==> src/rtl/sevenseg_scan_ctl_pkg.sv <==
// sevenseg_pkg: shared constants for the seven-segment scan controller.
//   - Code word layout (7 bits): bit 6 = blank, bit 5 = dp, bit 4 = dash,
//     bits 3:0 = hex value.
//   - CODE_BLANK / CODE_DASH: canonical code words.
//   - HEX_GLYPH: active-high segment patterns, bit order {a,b,c,d,e,f,g}
//     (bit 6 = segment a, bit 0 = segment g).
package sevenseg_pkg;

    localparam int CODE_W   = 7;
    localparam int BLANK_BIT = 6;
    localparam int DP_BIT    = 5;
    localparam int DASH_BIT  = 4;

    localparam logic [CODE_W-1:0] CODE_BLANK = 7'b1000000;
    localparam logic [CODE_W-1:0] CODE_DASH  = 7'b0010000;

    // Active-low segment pattern for the dash glyph (segment g only lit).
    localparam logic [6:0] SEG_DASH_N = 7'b1111110;

    // Entry 15 is listed first (packed array concatenation order).
    localparam logic [15:0][6:0] HEX_GLYPH = {
        7'h47, 7'h4F, 7'h3D, 7'h4E,   // F E d C
        7'h1F, 7'h77, 7'h7B, 7'h7F,   // b A 9 8
        7'h70, 7'h5F, 7'h5B, 7'h33,   // 7 6 5 4
        7'h79, 7'h6D, 7'h30, 7'h7E    // 3 2 1 0
    };

endpackage

==> src/rtl/sevenseg_ext.sv <==
// sevenseg_ext: combinational decode of one code word to active-low pins.
//   code_i   : 7-bit code (blank / dp / dash / hex)
//   segs_n_o : active-low segments, bit 6 = a ... bit 0 = g
//   dp_n_o   : active-low decimal point
// Blank overrides everything; dash overrides the hex glyph but keeps dp.
module sevenseg_ext
    import sevenseg_pkg::*;
(
    input  logic [CODE_W-1:0] code_i,
    output logic [6:0]        segs_n_o,
    output logic              dp_n_o
);

    always_comb begin
        segs_n_o = 7'h7F;
        dp_n_o   = 1'b1;
        if (!code_i[BLANK_BIT]) begin
            dp_n_o = ~code_i[DP_BIT];
            if (code_i[DASH_BIT]) begin
                segs_n_o = SEG_DASH_N;
            end else begin
                segs_n_o = ~HEX_GLYPH[code_i[3:0]];
            end
        end
    end

endmodule

==> src/rtl/sevenseg_scan_ctl.sv <==
// sevenseg_scan_ctl: multiplexed seven-segment display scanner with a
// double-buffered (shadow/active) digit bank.
//   clk, rst        : clock, synchronous active-high reset
//   wr_en/wr_addr/
//   wr_data         : write one code into the shadow bank
//   commit          : copy shadow -> active at the next frame boundary
//   digit_en        : per-digit anode enable mask
//   an_n            : active-low anodes (registered)
//   segs_n, dp_n    : active-low segments / dp (decode of registered code)
//   frame_done      : one-cycle pulse during the frame-boundary cycle
//   commit_pending  : a commit is waiting for its frame boundary
// Each slot is SLOT_CYCLES long; the first BLANK_CYCLES keep every anode off
// to hide ghosting while segments switch.
module sevenseg_scan_ctl
    import sevenseg_pkg::*;
#(
    parameter int NUM_DIGITS   = 8,
    parameter int SLOT_CYCLES  = 100000,
    parameter int BLANK_CYCLES = 1000
) (
    input  logic                          clk,
    input  logic                          rst,
    input  logic                          wr_en,
    input  logic [$clog2(NUM_DIGITS)-1:0] wr_addr,
    input  logic [CODE_W-1:0]             wr_data,
    input  logic                          commit,
    input  logic [NUM_DIGITS-1:0]         digit_en,
    output logic [NUM_DIGITS-1:0]         an_n,
    output logic [6:0]                    segs_n,
    output logic                          dp_n,
    output logic                          frame_done,
    output logic                          commit_pending
);

    localparam int AW = $clog2(NUM_DIGITS);
    localparam int CW = $clog2(SLOT_CYCLES);

    logic [CW-1:0]     slot_q,  slot_d;
    logic [AW-1:0]     digit_q, digit_d;
    logic [CODE_W-1:0] shadow_q [NUM_DIGITS];
    logic [CODE_W-1:0] shadow_d [NUM_DIGITS];
    logic [CODE_W-1:0] active_q [NUM_DIGITS];
    logic [CODE_W-1:0] active_d [NUM_DIGITS];
    logic              pending_q, pending_d;
    logic              frame_done_q, frame_done_d;
    logic [NUM_DIGITS-1:0] an_n_q, an_n_d;
    logic [CODE_W-1:0] code_q, code_d;

    logic slot_wrap;
    logic last_digit;
    logic boundary;
    logic addr_ok;

    assign slot_wrap  = (slot_q == CW'(SLOT_CYCLES - 1));
    assign last_digit = (digit_q == AW'(NUM_DIGITS - 1));
    assign boundary   = slot_wrap && last_digit;
    assign addr_ok    = (32'(wr_addr) < NUM_DIGITS);

    always_comb begin
        slot_d  = slot_wrap ? '0 : slot_q + CW'(1);
        digit_d = digit_q;
        if (slot_wrap) begin
            digit_d = last_digit ? '0 : digit_q + AW'(1);
        end

        // Copy uses the registered shadow, so a same-cycle write only
        // reaches the shadow bank.
        active_d = active_q;
        if (boundary && pending_q) begin
            active_d = shadow_q;
        end

        shadow_d = shadow_q;
        if (wr_en && addr_ok) begin
            shadow_d[wr_addr] = wr_data;
        end

        // A commit arriving on the boundary itself survives the clear and
        // waits for the following boundary.
        pending_d = pending_q;
        if (boundary) begin
            pending_d = 1'b0;
        end
        if (commit) begin
            pending_d = 1'b1;
        end

        // Outputs are registered from the next-state counters so they line
        // up with slot_q/digit_q; code comes from active_d so digit 0 of a
        // new frame already shows the freshly copied bank.
        an_n_d = '1;
        if ((slot_d >= CW'(BLANK_CYCLES)) && digit_en[digit_d]) begin
            an_n_d[digit_d] = 1'b0;
        end
        code_d = active_d[digit_d];

        frame_done_d = (slot_d == CW'(SLOT_CYCLES - 1)) &&
                       (digit_d == AW'(NUM_DIGITS - 1));
    end

    always_ff @(posedge clk) begin
        if (rst) begin
            slot_q       <= '0;
            digit_q      <= '0;
            shadow_q     <= '{default: CODE_BLANK};
            active_q     <= '{default: CODE_BLANK};
            pending_q    <= 1'b0;
            frame_done_q <= 1'b0;
            an_n_q       <= '1;
            code_q       <= CODE_BLANK;
        end else begin
            slot_q       <= slot_d;
            digit_q      <= digit_d;
            shadow_q     <= shadow_d;
            active_q     <= active_d;
            pending_q    <= pending_d;
            frame_done_q <= frame_done_d;
            an_n_q       <= an_n_d;
            code_q       <= code_d;
        end
    end

    sevenseg_ext u_decode (
        .code_i   (code_q),
        .segs_n_o (segs_n),
        .dp_n_o   (dp_n)
    );

    assign an_n           = an_n_q;
    assign frame_done     = frame_done_q;
    assign commit_pending = pending_q;

endmodule

==> config.mk <==
export PLATFORM = sky130hd
export DESIGN_NAME = sevenseg_scan_ctl
export DESIGN_NICKNAME = d
export VERILOG_FILES = /design/src/rtl/sevenseg_scan_ctl_pkg.sv /design/src/rtl/sevenseg_ext.sv /design/src/rtl/sevenseg_scan_ctl.sv
export SDC_FILE = /design/constraint.sdc
export NUM_CORES = 1
export LEC_CHECK = 0
export BUFFER_PORTS_ARGS = -buffer_cell sky130_fd_sc_hd__buf_4
export CORE_MARGIN = 2
export CORE_UTILIZATION = 43
export DETAILED_ROUTE_END_ITERATION = 10
export GPL_TIMING_DRIVEN = 1
export PLACE_DENSITY_LB_ADDON = 0.12
export SYNTH_ARGS = -nofsm -noshare
export SYNTH_HDL_FRONTEND = slang
export SYNTH_SLANG_ARGS = --single-unit
==> constraint.sdc <==
create_clock -name clk -period 4.5 [get_ports clk]
set_clock_uncertainty 0.15 [all_clocks]
set_input_delay 0.225 -clock clk [delete_from_list [all_inputs] [get_ports clk]]
set_output_delay 0.225 -clock clk [all_outputs]
set_load 0.02 [all_outputs]
Word-level counts from Yosys, hierarchy flattened
Memory sizes are Yosys's and may differ from the RTL's. A register that Yosys moved wholly into a read port is not among the register bits.
Index checks and enable logic that the tools add are counted.
{"block": "word_totals", "reg_bits": 149, "romBits": 112, "output_inout_bits": 18, "elab_cells": 71, "memories": 1}
{"name": "(name not given)", "words": 16, "width": 7, "read_ports": 1, "rd_clocked_by_memory_dff": 1, "write_ports": 0, "line_no": "sevenseg_ext.sv:22", "rtl": "segs_n_o = ~HEX_GLYPH[code_i[3:0]];"}
{"block": "classes", "add_sub_neg": 2, "order_cmp": 7, "n_eq_ne": 4, "n_mux": 21, "bitwise": 6, "reduce_logical": 8}
{"operator": "$bwmux W56", "n": 1}
{"operator": "$mux W56", "n": 1}
{"operator": "$mux W7", "n": 6}
{"operator": "$eq A17 B17 Y1 const B", "n": 2}
{"operator": "$bmux W7 S3", "n": 1}
{"operator": "$demux W7 S3", "n": 1}
{"operator": "$add A17 B1 Y17 const B", "n": 1}
{"operator": "$ge A17 B10 Y1 const B", "n": 1}
{"operator": "$mux W17", "n": 1}
{"operator": "$ge A4 B4 Y1 const B", "n": 2}
{"operator": "$not A3 Y4", "n": 2}
{"operator": "$not A8 Y8", "n": 1}
{"operator": "$not A7 Y7", "n": 1}
{"operator": "$eq A3 B3 Y1 const B", "n": 2}
{"operator": "$logic_and A1 B1 Y1", "n": 6}
{"operator": "$mux W3", "n": 2}
{"operator": "$lt A4 B5 Y1 const B", "n": 1}
{"operator": "$mux W1", "n": 5}
{"operator": "$lt A3 B4 Y1 const B", "n": 1}
{"operator": "$lt A4 B1 Y1 const B", "n": 1}
{"operator": "$mux W4", "n": 1}
{"operator": "$add A3 B1 Y3 const B", "n": 1}
{"operator": "$bmux W1 S3", "n": 1}
{"operator": "$demux W1 S3", "n": 1}
{"operator": "4 further kinds", "n": 5}

Logic depth before layout (Yosys ltp)
{"block": "logic_depth", "ltp_word": 8, "mapped_depth": 15}

By module
Synthesis repeated with hierarchy kept, for this count alone.
{"block": "hier_totals", "hier_cells": 769, "area_unflattened_um2": 6650.1}
{"mod": "sevenseg_scan_ctl", "instances": 1, "cells_each": 730, "area_per_inst_um2": 6329.8, "seq_area_each_um2": 2982.9}
{"mod": "sevenseg_ext", "instances": 1, "cells_each": 39, "area_per_inst_um2": 320.3, "seq_area_each_um2": 0.0}

Least setup slack after synthesis
OpenSTA, ideal clock, no wires.
{"block": "synth_path", "kind": "register -> register", "startpoint": "register slot_q[0]", "endpoint": "register (tool-made name)", "setup_ns": 0.120, "t_arrival_ns": 3.009, "required_time_ns": 4.230, "path_slack_ns": 1.221, "stages_incl_launch_ff": 16, "n_path_buf": 3, "cell_sequence": "dfxtp_1 > ha_1 > and4_1 > and4_4 > buf_8 > nand2_8 > buf_8 > buf_12 > mux2i_1 > a221oi_1 > nand4_1 > inv_1 > ha_1 > inv_1 > mux2_2 > a2bb2oi_1"}
{"item": "start, declared", "line_no": "sevenseg_scan_ctl.sv:38", "rtl": "logic [CW-1:0] slot_q, slot_d;"}
{"item": "start signal, assigned", "line_no": "sevenseg_scan_ctl.sv:112", "rtl": "slot_q <= slot_d;"}

==> reports/metrics.csv <==
metric,value,unit
vias,5364,
criticalPathCategory,register to register,
arrival,3.87,ns
clkPwrFrac,0.513,
grt_util_met2,0.327,
drc,0,
ys_async_sr_fraction,0,
drt_first_pass_iters,5,
finalHoldViolations,0,
min_from,wr_addr[2],
hp-class,primary input to register,
cts_hold_buf,8,
start_kind,register,
cts_buffers,17,
synth_cell_types,69,
whs_path_depth,4,
fmax,0.269,GHz
powerDensity,386,nW/um2
r2r_cells,14,
drv_cap,0,
relSlewSlack,0.318,
drive_above_1_share,0.121,
drtIter0Drc,377,
min_period,3.71,ns
cts.sinks,152,
place_area,7090,um2
met1_usage,0.278,
clockBufferDepth,2,
cts_tree,yes,
n_fill_cell,1454,
routedWlPerCell,16.4,um
antenna_found_initial,0,
htreeDepth,4,
drv_slew,0,
gr-total-overflow,0,
rsz0062_at_grt,no,
status,"complete, no violations",
timing.rr.start,slot_q[0],
p_switching,0.000620,W
grt_pass1_wl,26.5,mm
grt_pass1_vias,4933,
synth_nets,786,
area_delta_synth_final,16.0,%
p_leak,3.06,nW
synth.top_cell.area_share,0.452,
ios,40,
crit_path_max_fanout,18,
ys_seq_area_frac,0.452,
grt-busiest-layer,met2,
p_comb_frac,0.032,
clock-root-buffer,clkbuf_16,
routed_wl,16.5,mm
ctsResizeCount,0,
finalSetupTns,0,ns
ys_warn_count,0,
syn_area,6740,um2
fin_util,0.513,
grtUsageTotal,0.206,
synth_ff_type,dfxtp_1,
worstPathCellList,"ha_1, and4_1, nand4_1, buf_4, nor2_2, buf_4, nand2_1, a32oi_1, nand4_1, inv_1, ha_1, inv_1, mux2_2, a2bb2oi_1",
rows,45,
cts_setup_buffers,0,
viasPerCell,5.33,
grt_max_degree,67,
num_antenna_cells,0,
syn_area_per_cell,8.94,um2
period_share,0.825,
die_h,129,um
peakVddDrop,0.264,mV
numPortBuffers,39,
insertion_delay,0.42,ns
setup_viol,0,
final_nets,814,
cp.required,4.65,ns
postRouteAntennaNets,0,
r2r_setup_slack,0.79,ns
synth_edf_count,0,
worst_pin_slew,1.02,ns
cts.clk_slew.worst_paths,0.06,ns
gp_congestion,0.854,
seq_power_share,0.455,
crit_path_max_incr_delay,0.41,ns
dieWidth,129,um
start_util,0.442,
stdcell_area,7820,um2
netlist_instances,754,
hpwl,11.6,mm
ys_ff_latch,152,
synth_area_leaders,"dfxtp_1 45%, mux2i_1 11%, nand2_1 6.9%",
die_area,16700,um2
holdPathEnd,shadow_q[37],
internal-power,0.00239,W
core,15300,um2
crit_slowest_cell,dfxtp_1,
grt_use_met3,0.0454,
swShare,0.206,
crit_path_end_kind,register,
synth_top_area_cell,dfxtp_1,
==> cells in the mapped netlist, types with 3 or more instances <==
library cell	instances
and4bb_1	3
xnor2_1	7
nand3b_1	10
nor2_1	99
a21oi_1	50
a2bb2oi_1	3
dfxtp_1	152
nand2b_1	12
nand3_1	16
a211o_1	4
buf_1	7
and4_1	5
buf_4	3
nor2b_1	7
buf_2	9
mux2_2	5
nand2_1	123
a32oi_1	4
clkbuf_1	18
and2_1	3
a22oi_1	6
mux2i_1	76
inv_1	8
nor3_1	14
xor2_1	10
nand4_1	14
o22ai_1	12
ha_1	10
o21ai_0	7
a221oi_1	3
a211oi_1	3
o21ai_1	3
==> through the flow <==
stage               std cells  worst slack (ns)  total power, W  hold WS, ns
floorplan                 754              1.22         0.00145        0.154
global placement          966             0.924         0.00149        0.279
detailed placement        966             0.844         0.00149        0.290
CTS                      1006             0.810         0.00305        0.100
global route             1006             0.459         0.00312        0.135
finish                   1006             0.786         0.00301        0.120
==> critical path, delay by kind of cell (launching register included) <==
family          cells  cell delay (ns)
simple gates        5             1.08
buf+inv             4             0.82
fa+ha+maj           2             0.55
flops               1             0.41
compound gates      2             0.33
mux                 1             0.26
==> layout make-up <==
class	instances	area, um2	area share
clock buffer	20	447	0.0571
clock inverter	12	199	0.0254
inverter	8	30.0	0.00384
multi-input combinational	551	3430	0.438
sequential	152	3040	0.389
tap	211	264	0.0338
timing repair buffer	52	410	0.0525
==> how the worst max path moves through the flow <==
stage	from	endpoint	slack (ns)	cells past startpoint
3_3_place_gp	slot_q[0]	register	0.92	12
2_1_floorplan	slot_q[0]	register	1.22	15
3_5_place_dp	slot_q[0]	register	0.84	11
5_1_grt	slot_q[0]	register	0.46	14
6_report	slot_q[0]	register	0.79	14
4_1_cts	slot_q[0]	register	0.81	11
==> cell usage in the layout, fill, tap and decap left out, drive strengths merged, types with 8 or more instances in the layout <==
cell type / Yosys / routed
nor2: 101 / 101
a21oi: 51 / 51
nand4: 15 / 15
nand2: 124 / 124
xor2: 10 / 10
inv: 8 / 8
o22ai: 13 / 13
nor2b: 8 / 8
nand2b: 13 / 13
dfxtp: 152 / 152
nand3b: 10 / 10
mux2i: 77 / 77
dlygate4sd3: 0 / 8
nor3: 14 / 14
buf: 24 / 44
o21ai: 10 / 10
nand3: 16 / 16
clkbuf: 19 / 20
ha: 10 / 10
==> flip-flops by register name, summed over array words and instances (netlist names), named ones only <==
register        count
active_q           56
an_n                8
code_q              3
commit_pending      1
digit_q             3
frame_done          1
shadow_q           56
slot_q             17
==> routing by layer <==
| metal | routed length [um] | vias up |
|---|---|---|
| li1 | - | 2681 |
| met1 | 7830 | 2564 |
| met2 | 7750 | 106 |
| met3 | 667 | 13 |
| met4 | 295 | 0 |
| met5 | 0 | - |
==> cells by family (layout without fill, tap and decap cells) <==
family | after synthesis | count (layout) | share of synthesized area
flops | 152 | 152 | 0.452
mux | 84 | 84 | 0.127
simple gates | 334 | 334 | 0.243
fa+ha+maj | 10 | 10 | 0.0186
xor+xnor | 17 | 17 | 0.0221
buf+inv | 51 | 92 | 0.0399
compound gates | 106 | 106 | 0.0977
==> power groups by stage <==
stage | clock [W] | sequential, W | combinational (W)
after floorplan | 0 | 0.00140 | 0.0000573
final | 0.00155 | 0.00137 | 0.0000956
after CTS | 0.00158 | 0.00137 | 0.0000961
after detailed placement | 0 | 0.00140 | 0.0000905
after global routing | 0.00164 | 0.00137 | 0.000104
after global placement | 0 | 0.00140 | 0.0000886
Note: power is estimated with default switching activity, not from simulation.
